===== src/rtl/bus_master_dp_seq.sv =====
// Bus-master datapath with a single-beat transaction sequencer.
//
// Holds three NREG-deep register banks: out-data (obank), address (abank) and
// in-data (ibank). A start pulse in IDLE snapshots the selected address and
// (for writes) the selected out-data word onto the slave bus. It then raises
// bus_req and waits for bus_ack, or aborts after TIMEOUT wait cycles.
//
// Ports:
//   clk, rst                 clock (rising edge), async active-low reset
//   wr_en/wr_sel/wr_data     host write port, out-data bank
//   aw_en/aw_sel/aw_data     host write port, address bank
//   start, op_rw             launch (IDLE only); 1 = write to slave, 0 = read
//   sr, srA, dr              out-data source, address source, in-data dest
//   rd_sel, rd_data          combinational host read of the in-data bank
//   bus_dout, Abus, bus_din  slave data out, address, data in
//   bus_req, bus_we, bus_ack request, write qualifier, slave completion
//   busy, done, err          in flight; completion pulse; timeout pulse
module bus_master_dp_seq #(
    parameter int unsigned DW      = 32,
    parameter int unsigned AW      = 16,
    parameter int unsigned NREG    = 4,
    parameter int unsigned TIMEOUT = 15,
    localparam int unsigned IW     = $clog2(NREG)
) (
    input  logic          clk,
    input  logic          rst,
    input  logic          wr_en,
    input  logic [IW-1:0] wr_sel,
    input  logic [DW-1:0] wr_data,
    input  logic          aw_en,
    input  logic [IW-1:0] aw_sel,
    input  logic [AW-1:0] aw_data,
    input  logic          start,
    input  logic          op_rw,
    input  logic [IW-1:0] sr,
    input  logic [IW-1:0] srA,
    input  logic [IW-1:0] dr,
    input  logic [IW-1:0] rd_sel,
    output logic [DW-1:0] rd_data,
    output logic [DW-1:0] bus_dout,
    output logic [AW-1:0] Abus,
    input  logic [DW-1:0] bus_din,
    output logic          bus_req,
    output logic          bus_we,
    input  logic          bus_ack,
    output logic          busy,
    output logic          done,
    output logic          err
);

    // Timer value on the edge that aborts (only meaningful when TIMEOUT != 0).
    localparam logic [7:0] TLast = (TIMEOUT == 0) ? 8'd0 : 8'(TIMEOUT - 1);

    typedef enum logic [0:0] {StIdle, StWait} state_e;

    state_e          state_q, state_d;
    logic [7:0]      timer_q;
    logic [IW-1:0]   dr_q;
    logic [DW-1:0]   obank [NREG];
    logic [AW-1:0]   abank [NREG];
    logic [DW-1:0]   ibank [NREG];

    logic launch, complete, abort;

    always_comb begin
        state_d  = state_q;
        launch   = 1'b0;
        complete = 1'b0;
        abort    = 1'b0;
        unique case (state_q)
            StIdle: begin
                if (start) begin
                    launch  = 1'b1;
                    state_d = StWait;
                end
            end
            StWait: begin
                // Ack takes priority over a coincident timeout.
                if (bus_ack) begin
                    complete = 1'b1;
                    state_d  = StIdle;
                end else if (TIMEOUT != 0 && timer_q == TLast) begin
                    abort   = 1'b1;
                    state_d = StIdle;
                end
            end
            default: state_d = StIdle;
        endcase
    end

    always_ff @(posedge clk or negedge rst) begin
        if (!rst) begin
            state_q  <= StIdle;
            timer_q  <= '0;
            dr_q     <= '0;
            bus_dout <= '0;
            Abus     <= '0;
            bus_req  <= 1'b0;
            bus_we   <= 1'b0;
            busy     <= 1'b0;
            done     <= 1'b0;
            err      <= 1'b0;
            for (int i = 0; i < NREG; i++) begin
                obank[i] <= '0;
                abank[i] <= '0;
                ibank[i] <= '0;
            end
        end else begin
            state_q <= state_d;
            done    <= complete;
            err     <= abort;

            if (wr_en) obank[wr_sel] <= wr_data;
            if (aw_en) abank[aw_sel] <= aw_data;

            if (launch) begin
                // Snapshot reads the pre-edge bank contents.
                Abus <= abank[srA];
                if (op_rw) bus_dout <= obank[sr];
                bus_we  <= op_rw;
                dr_q    <= dr;
                bus_req <= 1'b1;
                busy    <= 1'b1;
                timer_q <= '0;
            end else if (complete || abort) begin
                if (complete && !bus_we) ibank[dr_q] <= bus_din;
                bus_req <= 1'b0;
                bus_we  <= 1'b0;
                busy    <= 1'b0;
            end else if (state_q == StWait) begin
                timer_q <= timer_q + 8'd1;
            end
        end
    end

    assign rd_data = ibank[rd_sel];

endmodule


===== config.mk =====
export PLATFORM = sky130hd
export DESIGN_NAME = bus_master_dp_seq
export DESIGN_NICKNAME = d
export VERILOG_FILES = /design/src/rtl/bus_master_dp_seq.sv
export SDC_FILE = /design/constraint.sdc
export NUM_CORES = 1
export LEC_CHECK = 0
export BUFFER_PORTS_ARGS = -buffer_cell sky130_fd_sc_hd__buf_2
export CORE_MARGIN = 2
export CORE_UTILIZATION = 60
export CTS_CLUSTER_SIZE = 20
export DETAILED_ROUTE_END_ITERATION = 10
export PLACE_DENSITY = 0.82
export SLEW_MARGIN = 25
export SYNTH_ARGS = -nofsm -noshare
export SYNTH_HDL_FRONTEND = slang
export SYNTH_SLANG_ARGS = --single-unit

===== constraint.sdc =====
create_clock -name clk -period 4.45 [get_ports clk]
set_input_delay 0.2225 -clock clk [delete_from_list [all_inputs] [get_ports clk]]
set_output_delay 0.2225 -clock clk [all_outputs]
set_load 0.02 [all_outputs]

* Word-level counts from Yosys, hierarchy flattened
Index checks and enable logic that the tools add are counted.
Word-level totals: register bits after elaboration 383
Cells by class: add/sub/neg operators 1, magnitude comparators 9, muxes and demuxes 34, reduce and logical (&&, ||, !) cells 11, eq/ne operators 2, bitwise logic cells 8
Operator list (number):
- bitwise mux 128 bit | 2
- 2-to-1 mux 32 bit | 6
- binary-select mux 32 bit (select 2 bit) | 2
- demux 32 bit (select 2 bit) | 2
- bitwise mux 64 bit | 1
- 2-to-1 mux 16 bit | 3
- binary-select mux 16 bit (select 2 bit) | 1
- demux 16 bit (select 2 bit) | 1
- 2-to-1 mux 8 bit | 3
- >= comparator 3 bit, second input constant | 6
- NOT 2 -> 3 bit | 6
- 2-to-1 mux 1 bit | 12
- less-than comparator 3 x 1 -> 1 bit, second input constant | 3
- adder 8 x 1 -> 8 bit, second input constant | 1
- == test 8 x 4 -> 1 bit, second input constant | 1
- logical AND 1 bit | 4
- AND reduction 2 bit | 2
- nonzero test 2 bit | 2
- AND reduction 3 bit | 1
- != test 2 bit, second input constant | 1
- NOT 1 bit | 2
- case mux 1 bit (2 select lines) | 1
- logical NOT 1 bit | 1
- logical OR 1 bit | 1

* Logic depth before layout (Yosys ltp)
depth after elaboration 7, depth in mapped cells 6

* Worst setup path after synthesis
No wires, ideal clock.
kind register -> register, from register bus_we, to register ibank[100] (netlist bit), stages on the path, launching flop included 4, slack 2.811 ns, setup time 0.125 ns, path buffers 1, clock period less this slack 1.639 ns, arrival time 1.514 ns, data required time 4.325 ns, cell sequence dfrtp_1 > nor4_4 > buf_2 > mux2_2
On the way: longest elaborated chain between the ends 3
RTL lines:
- start: declaration | RTL line 44 | output logic bus_we,
- start signal: assignment | RTL line 120 | bus_we <= op_rw;
- logical NOT 1 bit | RTL line 126 | if (complete && !bus_we) ibank[dr_q] <= bus_din;
- logical AND 1 bit | RTL line 126
- AND reduction 3 bit (no source line)
- end signal: indexed assignment | RTL line 126
- end: declaration | RTL line 61 | logic [DW-1:0] ibank [NREG];
No other way between the ends. A chain may end at the register's enable or synchronous reset.

* Worst setup path in the final report
from input rd_sel[0], to output rd_data[25]
On the way: longest elaborated chain between the ends 4
RTL lines:
- start: declaration | RTL line 38 | input logic [IW-1:0] rd_sel,
- NOT 2 -> 3 bit (not written as such) | RTL line 136 | assign rd_data = ibank[rd_sel];
- binary-select mux 32 bit (select 2 bit) | RTL line 136
- 2-to-1 mux 32 bit (not written as such) (2 in series) | RTL line 136
- end: declaration | RTL line 39 | output logic [DW-1:0] rd_data,
No other way between the ends. The select of a mux whose other input is x is not followed.

==> results list <==
- For this design the ratio of total power to cell area is roughly 570 nW/um^2.
- Setup violations remaining at the end of the flow were counted as 0.
- First-iteration detailed-routing DRC count: approximately 400
* Die boundary width: about 170 um
- Count of mapped cells out of synthesis: ~980
- Wirelength per Cell: 20.4 um
* Vias in the first global route: a little over 10000
- Measured against its own limit, the worst slew margin works out to 0.305.
* Overall die height: 169 um
- The number of buffers and inverters on the critical path is 3.
* Number of top-level pins: 184
- The most common cell in the synthesized netlist is sky130_fd_sc_hd__dfrtp_1.
- Start-to-end type of the worst setup path: primary input to primary output
- The largest total area in the synthesized netlist belongs to sky130_fd_sc_hd__dfrtp_1.
- Via-to-Cell Ratio: around 5.8
- Data on the critical path is required at its endpoint by approximately 4200 ps.
- The run finished with clean final reports.
- The share of synthesized area in the top cell type comes to 0.590.
- Aggregate global routing overflow: 0
- Across the run, the number of max-cap violations was 0.
- Routed signal wires occupy layers up through met4.
- The net count of the finished layout is between 1000 and 1500.
* Area of the core region: roughly 27000 sq um
* Routability congestion estimate: a little over 0.7
- GRT Util Overall: 0.241
* Cells along the critical path: buf_2 -> buf_4 -> mux4_2 -> buf_2
* Largest incremental delay on the critical path: ~570 ps
- Of the synthesized area, sequential elements account for 0.590.
- CP Launch Type: primary input
- Met2 routed wirelength: approximately 17000 um
- Buffers inserted during clock tree synthesis total 39.
- Summed over all cells, the static leakage comes to 8.77 nW.
- Commonest cells post-synth: sky130_fd_sc_hd__dfrtp_1 (383), sky130_fd_sc_hd__mux2_2 (347), sky130_fd_sc_hd__mux4_2 (80), sky130_fd_sc_hd__nand2_1 (63), sky130_fd_sc_hd__buf_2 (34)
- In the final layout, the share of cells above drive strength 1 is 0.543.
- CTS clk-pin slew, worst paths: around 60 ps
- The number of nets handed over by synthesis was 1085.
- # DRC: 0
- The worst setup path is captured at a primary output.
- Count of inserted antenna diode cells: 0
- Leading register cell type out of synthesis: sky130_fd_sc_hd__dfrtp_1
- Share of flip-flops with an asynchronous set or reset after synthesis: 1.00
- Fin. max-slew vios: 0
- During synthesis, Yosys emitted a total of 0 warnings.
- Quantity of I/O buffers inserted on ports: around 180
* VDD IR-drop max: 0.381 mV
- Mean instance size in the synthesized netlist: 16.5 sq um
- The first TritonRoute pass finished after 4 iterations.
- Measured on the finished design, the core utilization comes to 0.732.
* Clock tree from TritonCTS: built
* Count of standard-cell rows: 60
- The tree is rooted in a sky130_fd_sc_hd__clkbuf_16.
* Pin count of the biggest net entering global routing: 132
- The worst path needs approximately 2100 ps of the cycle, external delays included.
* Die Outline Area: roughly 28000 sq um
* Worst min path class: primary input to register
- The slowest stage of the critical path belongs to the cell sky130_fd_sc_hd__mux4_2.
- The routed design uses approximately 1300 um of met3 wire.
- Register-to-register setup slack: approximately 2500 ps
* Antenna violations before repair: 0
- Synth area leaders: sky130_fd_sc_hd__dfrtp_1 (59%), sky130_fd_sc_hd__mux2_2 (24%), sky130_fd_sc_hd__mux4_2 (11%)
- Clock latency on the worst-skew pair, taken at its later pin, is 520 ps.
* Number of hold violations in the final report: 0
- RSZ-0062 raised after global routing: false
- Summing over every cut layer, the via total after detailed routing is approximately 9400.
* Worst endpoint data arrival time: approximately 1900 ps
- Distinct cells, synth: 33
- In this design, the critical path's most frequently occurring cell is sky130_fd_sc_hd__buf_2.
* Maximum count of clock buffers along a single path: 3
- Total negative slack for setup checks: 0 ps
* Maximum fanout along the worst path: 18
- Detailed-route wire length: between 30000 and 40000 um
- Slew at the pin with the worst max-slew slack: 1040 ps
* Clock Sink Count: between 300 and 400
* Count of flip-flops with a built-in enable after synthesis: 0
- Number of levels in the clock H-tree: 2
- Remaining antenna violation count after routing: 0
- In the finished design, the share of the clock period the worst path needs comes to 0.473.
* Flip-flop and latch count after synthesis: roughly 380
* Clock skew after layout: between 10 and 15 ps
* Fillers: between 1500 and 2000
- In this run the cell area of the synthesized design comes to 16200 sq um.
- Starting utilization of the core area: 0.606
* Family of cells with the greatest summed delay on the critical path: buffers and inverters
- Routed metal-1 wirelength: approximately 14000 um
- Max Clock Freq: 475 MHz
- Detailed-placement wirelength estimate: between 15000 and 20000 um
- The first global-routing pass estimated approximately 54000 um of wire.
- From synthesis to final layout, the design area changed by 20.8%.
## final timing paths
check	startpoint	endpoint	cells after the start
max	rd_sel[0]	rd_data[25]	4
min reg2reg	Abus[3]	Abus[3]	2
max reg2reg	state_q	bus_dout[27]	3
min in group asynchronous	rst	ibank[120]	2
min	op_rw	bus_we	3
max in group asynchronous	rst	abank[33]	4
## power by group
part / switching, W / internal (W)
clock: 0.00130 / 0.00191
combinational: 0.00123 / 0.00152
sequential: 0.000578 / 0.00458
total: 0.00311 / 0.00802
## routing by layer
metal / GRT usage / vias to the layer above
met2: 0.411 / 183
met4: 0.0723 / 0
met3: 0.0409 / 69
met5: 0 / -
li1: - / 4191
met1: 0.321 / 4952
## registers in the layout, indices dropped and copies added (netlist names), 2 cells and up
register,count
Abus,16
abank,64
bus_dout,32
dr_q,2
ibank,128
obank,128
timer_q,8
## layout make-up
cell class / count / area, sq um / area share
inverter: 2 / 7.51 / 0.000383
clock buffer: 62 / 1200 / 0.0614
tap: 341 / 427 / 0.0217
timing repair buffer: 283 / 1930 / 0.0985
multi-input combinational: 544 / 6400 / 0.326
sequential: 383 / 9580 / 0.488
clock inverter: 9 / 70.1 / 0.00357
## cells in the final DEF (no fill, tap or decap), drive strengths merged, types with 4 or more instances in the layout
cell         netlist  layout
clkbuf            13      62
dfrtp            383     383
nand2             64      64
mux2i              4       4
o21ai              5       5
nand4              4       4
mux2             352     352
buf               42     199
nand3b             5       5
clkinv             0       8
nand3              7       7
dlygate4sd3        0      84
mux4              80      80
## kinds of logic (layout without fill, tap and decap cells)
group | Yosys count | count (layout) | share of synthesized area
multiplexers | 436 | 436 | 0.357
flip-flops | 383 | 383 | 0.590
AND/OR/NAND/NOR | 97 | 97 | 0.0308
buffers and inverters | 57 | 356 | 0.0174
AO/OA/AOI/OAI | 9 | 9 | 0.00308
adder cells (fa/ha/maj) | 2 | 2 | 0.00154
## timing repair
action | CTS | global route
hold endpoints to repair | 448 | 0
setup buffers | 0 | 0
gates resized for setup | 0 | 0
hold buffers | 84 | 0
## tightest hold or removal path, cell delays in order
cell                      delay [ps]
sky130_fd_sc_hd__buf_2           120
sky130_fd_sc_hd__mux2i_1         130
sky130_fd_sc_hd__o22ai_1          90
## metrics by stage
stage	hold slack (ps)	instances	setup slack, ps	area, sq um	power [W]
floorplan	-73.1	984	2810	16200	0.00700
global placement	422	1468	2310	17500	0.00776
detailed placement	421	1468	2290	17500	0.00791
CTS	60.5	1623	2290	19600	0.0112
global route	119	1624	2200	19600	0.0117
finish	85.9	1624	2350	19600	0.0111
(Power assumes the default switching activity.)
